$ cat config.mk
export PLATFORM = sky130hd
export DESIGN_NAME = input_conditioner
export DESIGN_NICKNAME = d
export VERILOG_FILES = /design/src/rtl/input_conditioner_pkg.sv /design/src/rtl/debounce_edge.sv /design/src/rtl/input_conditioner.sv
export SDC_FILE = /design/constraint.sdc
export NUM_CORES = 1
export LEC_CHECK = 0
export CAP_MARGIN = 40
export CORE_MARGIN = 5
export CORE_UTILIZATION = 55
export DETAILED_ROUTE_END_ITERATION = 12
export HOLD_SLACK_MARGIN = 0.15
export PLACE_DENSITY = 0.72
export SLEW_MARGIN = 20
export SYNTH_ARGS = -nofsm -noshare
export SYNTH_HDL_FRONTEND = slang
export SYNTH_HIERARCHICAL = 1
export SYNTH_SLANG_ARGS = --single-unit
$ cat constraint.sdc
create_clock -name clk -period 5.35 [get_ports clk]
set_input_delay 1.07 -clock clk [delete_from_list [all_inputs] [get_ports clk]]
set_output_delay 1.07 -clock clk [all_outputs]
set_load 0.05 [all_outputs]
$ cat src/rtl/input_conditioner_pkg.sv
// Shared constants and helpers for the button/switch front end.
// Latency: n/a (package only).
// Backpressure: n/a.
package input_conditioner_pkg;

  localparam int GRID_N           = 4;
  localparam int DEBOUNCE_DEFAULT = 1_000_000;

  // A selection is usable only when exactly one switch is up.
  function automatic logic is_onehot(input logic [GRID_N-1:0] v);
    int unsigned ones;
    ones = 0;
    for (int i = 0; i < GRID_N; i++) begin
      ones += 32'(v[i]);
    end
    return (ones == 32'd1);
  endfunction

endpackage

$ cat src/rtl/debounce_edge.sv
// Synchronizer + debouncer + registered rising-edge pulse for one button.
// Latency: raw rise at edge N -> rise high after edge N+SYNC_STAGES+DEBOUNCE_CYCLES.
// Backpressure: none; the button is sampled every cycle and pulses are never held.
//
// Ports:
//   clk, reset (async, active-low)
//   btn  : raw button, active-high
//   rise : one-cycle pulse per accepted press
module debounce_edge #(
  parameter int DEBOUNCE_CYCLES = 1_000_000,
  parameter int SYNC_STAGES     = 2
) (
  input  logic clk,
  input  logic reset,
  input  logic btn,
  output logic rise
);

  localparam int CNT_W = (DEBOUNCE_CYCLES > 1) ? $clog2(DEBOUNCE_CYCLES) : 1;
  localparam logic [CNT_W-1:0] CNT_LAST = CNT_W'(DEBOUNCE_CYCLES - 1);

  // After reset the synchronizer shows SYNC_STAGES cleared samples that say
  // nothing about the real button. Edge events are enabled only after the
  // button has been seen low for longer than that, so a button held through
  // reset cannot masquerade as a fresh press.
  localparam int PRIME_CYCLES = DEBOUNCE_CYCLES + SYNC_STAGES;
  localparam int PRIME_W      = $clog2(PRIME_CYCLES);
  localparam logic [PRIME_W-1:0] PRIME_LAST = PRIME_W'(PRIME_CYCLES - 1);

  logic [SYNC_STAGES-1:0] sync_q;
  logic                   synced;
  logic [CNT_W-1:0]       cnt;
  logic                   stable;
  logic                   stable_prev;
  logic                   primed;
  logic [PRIME_W-1:0]     prime_cnt;

  assign synced = sync_q[SYNC_STAGES-1];

  always_ff @(posedge clk or negedge reset) begin
    if (!reset) begin
      sync_q <= '0;
    end else begin
      sync_q <= {sync_q[SYNC_STAGES-2:0], btn};
    end
  end

  // Accept a new level only after it has differed from the current one for
  // DEBOUNCE_CYCLES consecutive samples; any agreement restarts the count.
  always_ff @(posedge clk or negedge reset) begin
    if (!reset) begin
      stable <= 1'b0;
      cnt    <= '0;
    end else if (synced != stable) begin
      if (cnt == CNT_LAST) begin
        stable <= synced;
        cnt    <= '0;
      end else begin
        cnt <= cnt + 1'b1;
      end
    end else begin
      cnt <= '0;
    end
  end

  always_ff @(posedge clk or negedge reset) begin
    if (!reset) begin
      primed    <= 1'b0;
      prime_cnt <= '0;
    end else if (!primed) begin
      if (synced) begin
        prime_cnt <= '0;
      end else if (prime_cnt == PRIME_LAST) begin
        primed <= 1'b1;
      end else begin
        prime_cnt <= prime_cnt + 1'b1;
      end
    end
  end

  always_ff @(posedge clk or negedge reset) begin
    if (!reset) begin
      stable_prev <= 1'b0;
      rise        <= 1'b0;
    end else begin
      stable_prev <= stable;
      rise        <= stable & ~stable_prev & primed;
    end
  end

endmodule

$ cat src/rtl/input_conditioner.sv
// Button/switch front end: debounced event pulses plus one-hot row/col latch.
// Latency: button rise at edge N -> pulse after edge N+SYNC_STAGES+DEBOUNCE_CYCLES.
// Backpressure: none; events are single-cycle and dropped if not consumed.
//
// Ports:
//   clk, reset (async, active-low)
//   btn_fire, btn_addn, btn_commit : raw active-high buttons
//   sw_sel[3:0], sw_nrow           : raw selection switches, 0 = write row, 1 = write col
//   row, col                       : registered one-hot enables (0 = none)
//   armed                          : row and col both selected
//   fire_pulse                     : fire event, only while armed
//   addn_pulse                     : add/remove event, ungated
//   sel_error                      : registered, synchronized sw_sel not one-hot
module input_conditioner
  import input_conditioner_pkg::*;
#(
  parameter int DEBOUNCE_CYCLES = DEBOUNCE_DEFAULT,
  parameter int SYNC_STAGES     = 2
) (
  input  logic              clk,
  input  logic              reset,
  input  logic              btn_fire,
  input  logic              btn_addn,
  input  logic              btn_commit,
  input  logic [GRID_N-1:0] sw_sel,
  input  logic              sw_nrow,
  output logic [GRID_N-1:0] row,
  output logic [GRID_N-1:0] col,
  output logic              armed,
  output logic              fire_pulse,
  output logic              addn_pulse,
  output logic              sel_error
);

  logic fire_rise;
  logic addn_rise;
  logic commit_rise;

  debounce_edge #(.DEBOUNCE_CYCLES(DEBOUNCE_CYCLES), .SYNC_STAGES(SYNC_STAGES)) u_fire (
    .clk  (clk),
    .reset(reset),
    .btn  (btn_fire),
    .rise (fire_rise)
  );

  debounce_edge #(.DEBOUNCE_CYCLES(DEBOUNCE_CYCLES), .SYNC_STAGES(SYNC_STAGES)) u_addn (
    .clk  (clk),
    .reset(reset),
    .btn  (btn_addn),
    .rise (addn_rise)
  );

  debounce_edge #(.DEBOUNCE_CYCLES(DEBOUNCE_CYCLES), .SYNC_STAGES(SYNC_STAGES)) u_commit (
    .clk  (clk),
    .reset(reset),
    .btn  (btn_commit),
    .rise (commit_rise)
  );

  // Switches are synchronized bitwise; {sw_nrow, sw_sel} travel together.
  logic [SYNC_STAGES-1:0][GRID_N:0] sw_sync_q;
  logic [GRID_N-1:0]                sel_sync;
  logic                             nrow_sync;
  logic                             sel_valid;

  always_ff @(posedge clk or negedge reset) begin
    if (!reset) begin
      sw_sync_q <= '0;
    end else begin
      sw_sync_q <= {sw_sync_q[SYNC_STAGES-2:0], {sw_nrow, sw_sel}};
    end
  end

  assign sel_sync  = sw_sync_q[SYNC_STAGES-1][GRID_N-1:0];
  assign nrow_sync = sw_sync_q[SYNC_STAGES-1][GRID_N];
  assign sel_valid = is_onehot(sel_sync);

  // A commit with an invalid selection is ignored; only one of row/col moves.
  always_ff @(posedge clk or negedge reset) begin
    if (!reset) begin
      row       <= '0;
      col       <= '0;
      sel_error <= 1'b0;
    end else begin
      sel_error <= ~sel_valid;
      if (commit_rise && sel_valid) begin
        if (!nrow_sync) begin
          row <= sel_sync;
        end else begin
          col <= sel_sync;
        end
      end
    end
  end

  assign armed = (row != '0) && (col != '0);

  // Gating uses the registered row/col, so a commit landing in the same cycle
  // as a fire does not arm that fire.
  assign fire_pulse = fire_rise & armed;
  assign addn_pulse = addn_rise;

endmodule

Yosys cells after proc, flatten, opt, wreduce, memory -nomap -nowiden

Cells that the tools add are included.

Output and inout bits: 12
Word-level logic and storage cells: 96
Bits of input ports: 10
Flip-flop bits (word level): 157

Add/subtract/negate cells: 9
Reduce and logical (&&, ||, !) cells: 12
Eq/ne operators: 13
Bitwise gates (word level): 15
Muxes and demuxes: 21

Operators by type and width:

| operator                                                               | count |
|---|---|
| 20-bit 2-to-1 mux                                                      | 12 |
| 20-bit by 1-bit adder with 20-bit output (second input constant)       | 6 |
| 20-bit equality test (second input constant)                           | 6 |
| 2-bit AND reduction                                                    | 8 |
| 1-bit 2-to-1 mux                                                       | 9 |
| 1-bit inverter                                                         | 8 |
| 4-bit nonzero test                                                     | 2 |
| 1-bit bitwise AND                                                      | 7 |
| 2-bit by 1-bit != test with 1-bit output (second input constant)       | 3 |
| 3-bit by 1-bit adder with 4-bit output                                 | 1 |
| 4-bit by 1-bit equality test with 1-bit output (second input constant) | 1 |
| 2-bit by 1-bit adder with 3-bit output                                 | 1 |
| 1-bit != test                                                          | 3 |
| 1-bit by 1-bit adder with 2-bit output                                 | 1 |
| 1-bit logical AND                                                      | 2 |

Longest topological paths before layout

Gate-level depths: netlist (run 1).

Depth in word-level cells: 6
Depth in mapped cells: 8

Cells and area by module

Netlist (run 1), hierarchy kept.

By module, submodules not included:

| module            | cells an instance | instances | area each (um^2) | seq. area each (um^2) |
|---|---|---|---|---|
| debounce_edge     | 248               | 3         | 2359.8           | 1151.1 |
| input_conditioner | 43                | 1         | 688.2            | 475.5 |

Worst setup path after synthesis (run 1)

No wires, ideal clock.

Path kind: reg2out
Start: register col[1]
End: output port fire_pulse
Path slack: 2298 ps
Arrival time: 1982 ps
Buffers on the path: 0
Stages on the path, launching flop included: 4
Cell sequence: dfrtp_1 nor4_1 nor2_1 and2_1

Cells in the longest elaborated chain, start to end: 3

RTL lines:

| what                     | line                     | text |
|---|---|---|
| start: declaration       | input_conditioner.sv:28  | `output logic [GRID_N-1:0] col,` |
| start signal: assignment | input_conditioner.sv:90  | `col <= sel_sync;` |
| 4-bit nonzero test       | input_conditioner.sv:96  | `assign armed = (row != '0) && (col != '0);` |
| 1-bit logical AND        | input_conditioner.sv:96  |  |
| named net armed          | input_conditioner.sv:29  | `output logic armed,` |
| 1-bit bitwise AND        | input_conditioner.sv:100 | `assign fire_pulse = fire_rise & armed;` |
| end: declaration         | input_conditioner.sv:30  | `output logic fire_pulse,` |

The timed path passes the listed nets, and every way through them passes these cells.

Final worst setup path (run 1)

Start: register col[1]
End: output port fire_pulse

Cells in the longest elaborated chain, start to end: 3

RTL lines:

| what               | line |
|---|---|
| 4-bit nonzero test | input_conditioner.sv:96 |
| 1-bit logical AND  | input_conditioner.sv:96 |
| 1-bit bitwise AND  | input_conditioner.sv:100 |

Every way passes these cells.

==> results.md, run 1 <==
* Status: completed
* Syn Inst Count at 787
* Register-to-Register Path Depth at 8
* Cell count after placement at 965
* Mux cell area share after synthesis at 2.368%
* Fmax at 309.9 MHz
* DP Area at 8065 um^2
* Min-delay worst type: flop to flop
* Fraction of layout cells with a size suffix above 1 at 8.313%
* I/O pins at 22
* Clk buf depth at 2
* FF-to-FF setup slack at 2950 ps
* Ys flop type: dfrtp_1
* Largest net degree at the start of global routing at 73
* Initial Utilization at 55.96%
* Placer Congestion at 0.8415
* Hold_ws at 347.2 ps
* Diode count at 0
* Register bit count reported by yosys at 157
* Lkg Pwr at 3.739 nW
* Fin crit share at 60.32%
* Synth Net Count at 809
* CP Launch Point: col[1]
* Initial antenna violation count at 0
* Chip width at 128.8 um
* Non-Filler Instances at 998
* WL/cell at 15.81 um
* Setup Viol. Count Final at 0
* Drt total wl at 15,780 um
* Final hold vios at 0
* CTS Root Cell: clkbuf_16
* DR iter-0 viols at 544
* Synth Area in Adders at 2.030%
* Fraction of synthesized cell area in xor and xnor cells at 6.089%
* Hold_sp: sw_sync_q[0]
* DRT Pass-1 Iters at 5
* DRC violations left at 0
* Clock tree sinks at 157
* Synth Cell Area at 7767 um^2
* Mean post-synth cell area at 9.870 um^2
* Total CTS buffers at 17
* Clk_lat worst skew at 420 ps
* Distinct cell type count of the synthesized netlist at 44
* CTS tree: yes
* FF-to-FF End: row[3]
* Die Height at 128.8 um
* Max VDD drop at 0.0002697 V
* Hold path depth at 0
* Fin nets at 827
* Post-CTS sizing at 0
* Startpoint of the worst-slack reg-to-reg timing path: sel_sync[0]
* Synth Area in Simple Gates at 28.16%
* Post-synth top area share at 50.58%
* Die area at 16,600 um^2
* Row Count at 43
* Power Total at 2.577 mW
* Final Skew at 7.502 ps
* Final min period at 3227 ps
* Worst setup margin at 2123 ps
* Slew Limit Fails at 0
* Worst slack at placement at 2570 ps
* Compound-Gate Fraction of Synth Area at 7.780%
* Max-Cap Viols at 0
* Final Util at 62.68%
* Yosys warns at 6
* Area grow syn2layout at 12.02%
* Slew HR at 56.78%
* Clock transition at the registers of the reported paths at 60 ps
* Vias/cell at 5.991
* Power Density at 296.2 nW/um^2
* Total gr overflow at 0
* CP Class: flop to output port
* Worst slew pin tran at 648.3 ps
* Hold EP: sel_sync[0]
* Post-synth EDFFs at 0
* Vias in the first global route at 5,706
* Largest family of logic cells by synthesized area: simple AND/OR/NAND/NOR gates
* Setup crit start kind: flop
* Post-synthesis sequential area ratio at 50.58%
* TNS Setup at 0 ps
* CP arrival at 2160 ps
* Post-CTS Setup Repair Bufs at 0
* CP Capture Type: output port
* GRT Util Overall at 20.16%
* Core area at 13,880 um^2
* Synth area leaders: dfrtp_1, nor2_1, xor2_1
* H-Tree Level Count at 4
* First-pass GRT wire length at 27,340 um
* Crit-path max FO at 3
* Hold_buf cts at 0
* Hpwl dp at 10,270 um
* Design Area, Final at 8701 um^2
* IO Port Bufs at 21
* RSZ-0062 raised after global routing: false
* Via count at 5,979
* Async SR Flop Fraction at 100.0%
* Routed Antenna Nets at 0
* Yosys top cell by area: dfrtp_1
* Worst EP required at 4280 ps
[worst max-delay path by stage]
stage | cells past startpoint | slack (ps) | end
detailed placement | 4 | 2570 | fire_pulse
floorplan | 3 | 2300 | fire_pulse
CTS | 4 | 2120 | fire_pulse
global route | 4 | 2050 | fire_pulse
finish | 4 | 2120 | fire_pulse
global placement | 4 | 2590 | fire_pulse
[worst max-delay path, stage by stage, from the launching register on]
cell,delay [ps]
dfrtp_1,390
nor4_1,360
nor2_1,120
and2_1,170
clkdlybuf4s50_1,700
[cells in the final DEF (no fill, tap or decap), drive strengths merged, types with 22 or more instances in the layout]
cell type	n
dfrtp	157
and2	22
nand2	73
xor2	39
o21ai	24
nand4	28
nand3	63
nor2	101
clkbuf	23
[cell families after synthesis]
logic type / count (synthesis)
multiplexers: 17
adder cells (fa/ha/maj): 12
AO/OA/AOI/OAI: 93
XOR/XNOR: 54
flip-flops: 157
AND/OR/NAND/NOR: 410
buffers and inverters: 44
[where the power goes]
group | total [mW] | internal [mW] | switching (mW)
Combinational | 0.100 | 0.0315 | 0.0688
Clock | 1.25 | 0.785 | 0.466
Sequential | 1.23 | 1.21 | 0.0197
[routing by layer]
layer | track usage [%] | share of wire, % | vias up
met4 | 4.632 | 1.0 | 0
met5 | 0 | 0 | -
met2 | 31.80 | 47 | 99
li1 | - | - | 2887
met3 | 5.396 | 3.5 | 10
met1 | 28.16 | 48 | 2983
[synth_stat cells, drive strengths merged, types with 11 or more instances]
cell	number
buf	15
and4	12
nand4	28
o41ai	21
nand2	73
xor2	39
dfrtp	157
and3	21
or4	12
a21oi	18
nor2	101
and2	22
nor3b	12
nor4	14
clkbuf	12
mux2	11
inv	14
nand3	63
o21ai	24
nor3	18
xnor2	15
ha	11
a31oi	21
[registers in the layout, indices dropped and copies added, names as in the netlist, 4 cells and up]
signal	cells
u_addn/prime_cnt	20
u_commit/prime_cnt	20
sel_sync	4
u_fire/cnt	20
row	4
col	4
u_fire/prime_cnt	20
u_commit/cnt	20
sw_sync_q	5
u_addn/cnt	20
[layout make-up]
cell class | count | area (um^2)
inverters | 17 | 63.81
well taps | 180 | 225.2
flip-flops and latches | 157 | 3929
repair buffers | 26 | 256.5
multi-input cells | 586 | 3606
clock inverters | 9 | 132.6
fillers | 1164 | 5180
clock buffers | 23 | 488.0
No activity file was read; power rests on OpenSTA's default activity.
==> run 2: changes to the inputs <==
PLACE_DENSITY = 0.75   (was 0.72)
clock period = 2.81 ns   (was 5.35 ns; I/O delays follow)
==> results.md, run 2 (synthesized netlist as in run 1, its figures left out) <==
* Status: completed
* Power Total at 4.783 mW
* H-Tree Level Count at 4
* TNS Setup at 0 ps
* Most common cell after layout, fill and taps aside: dfrtp_1
* First-pass GRT wire length at 27,020 um
* CP Capture Type: output port
* Post-CTS Setup Repair Bufs at 0
* Power Density at 550.2 nW/um^2
* Diode count at 0
* Area grow syn2layout at 11.92%
* Routed Antenna Nets at 0
* IO Port Bufs at 21
* Total gr overflow at 0
* Lkg Pwr at 3.739 nW
* Storage element area at 3929 um^2
* CTS tree: yes
* DRC violations left at 0
* Core area at 13,880 um^2
* FF-to-FF setup slack at 400 ps
* Fraction of layout cells with a size suffix above 1 at 8.537%
* Hpwl dp at 10,640 um
* GRT Util Overall at 20.12%
* CP arrival at 2140 ps
* Total CTS buffers at 17
* Chip width at 128.8 um
* Vias in the first global route at 5,641
* Row Count at 43
* Placer Congestion at 0.8135
* CTS Root Cell: clkbuf_16
* Fmax at 369.8 MHz
* Fill cells at 1,114
* Register-to-Register Path Depth at 8
* Clk buf depth at 2
* DR iter-0 viols at 437
* Setup Viol. Count Final at 0
* Multi-input gate area at 3606 um^2
* Final Skew at 7.218 ps
* Die Height at 128.8 um
* DRT Pass-1 Iters at 5
* Net Sw Frac at 21.89%
* Clock tree sinks at 157
* Crit-path max cell delay at 700 ps
* Clk_lat worst skew at 420 ps
* CP delay by family, top: buffers and inverters
* Fin crit share at 96.24%
* P_sw at 1.047 mW
* Setup crit start kind: flop
* Cell Int Power at 3.736 mW
* Seq pwr share at 48.8%
* Min-delay worst type: input pin to asynchronous set/reset pin
* Max VDD drop at 0.0004909 V
* CP Launch Point: col[0]
* Hold_buf cts at 0
* Most frequent cells in the layout: dfrtp_1, nor2_1, nand2_1, nand3_1, xor2_1
* Worst slew pin tran at 623.0 ps
* RSZ-0062 raised after global routing: false
* Gate power share at 4.1%
* Clock power frac at 47.2%
* I/O pins at 22
* Worst EP required at 2250 ps
* Drt total wl at 15,690 um
* Fin nets at 830
* Vias/cell at 5.953
* Die area at 16,600 um^2
* Startpoint of the worst-slack reg-to-reg timing path: sel_sync[0]
* Initial antenna violation count at 0
* Critical path, cell by cell: nor4_1 > nor2_1 > and2_1 > clkdlybuf4s50_1
* Crit-path max FO at 3
* Slew HR at 58.34%
* Final min period at 2704 ps
* Max-Cap Viols at 0
* CP bufs+invs at 1
* Final hold vios at 0
* Slew Limit Fails at 0
* Initial Utilization at 55.96%
* Slowest stage cell on the critical path: clkdlybuf4s50_1
* FF-to-FF End: row[3]
* Post-CTS sizing at 0
* Clock transition at the registers of the reported paths at 60 ps
* CP Class: flop to output port
* Largest net degree at the start of global routing at 69
* WL/cell at 15.69 um
* Via count at 5,953
run 2: final cells by class:
| type | count | share of cell area (%) |
|---|---|---|
| flip-flops and latches | 157 | 45.19 |
| multi-input cells | 586 | 41.48 |
| clock buffers | 22 | 5.455 |
| repair buffers | 29 | 3.267 |
| well taps | 180 | 2.591 |
| clock inverters | 9 | 1.281 |
| inverters | 17 | 0.7340 |
run 2: metal layers:
layer	share of wire [%]	vias to the layer above	track usage, %	routed length (um)
met5	0	-	0	0
met1	46	2954	27.59	7220
met4	1.1	0	5.621	180
met2	49	90	32.04	7736
li1	-	2891	-	-
met3	3.5	18	5.064	550
run 2: how the worst max path moves through the flow:
stage | to | slack [ps] | cells past startpoint
5_1_grt | fire_pulse | 4 | 4
3_5_place_dp | row[3] | 370 | 8
6_report | fire_pulse | 110 | 4
4_1_cts | fire_pulse | 60 | 4
3_3_place_gp | row[1] | 500 | 8
2_1_floorplan | fire_pulse | 270 | 3
run 2: power by group through the flow:
stage               clock [mW]  sequential (mW)  combinational (mW)
floorplan                    0             2.37              0.0998
global route              2.42             2.33               0.222
detailed placement           0             2.37               0.199
global placement             0             2.37               0.190
finish                    2.26             2.33               0.195
CTS                       2.32             2.33               0.201
run 2: metrics by stage:
stage                     cell area (um^2)  hold slack [ps]  setup WS, ps  std cells  util (%)
final                                 8693            135.2         105.7       1000     62.63
after global routing                  8693            188.4         4.206       1000     62.63
after CTS                             8693            151.7         59.96       1000     62.63
after detailed placement              8108            336.3         374.4        969     58.41
after global placement                8108            332.5         495.6        969     58.41
after floorplan                       7767            266.4         265.8        787         -
run 2: worst reg2reg max path, delay by kind of cell, from the launching register on:
family	cells	cell delay, ps
DFF	1	380
muxes	1	350
adders and majority gates	3	1000
buffers and inverters	2	120
and+or+nand+nor	2	460
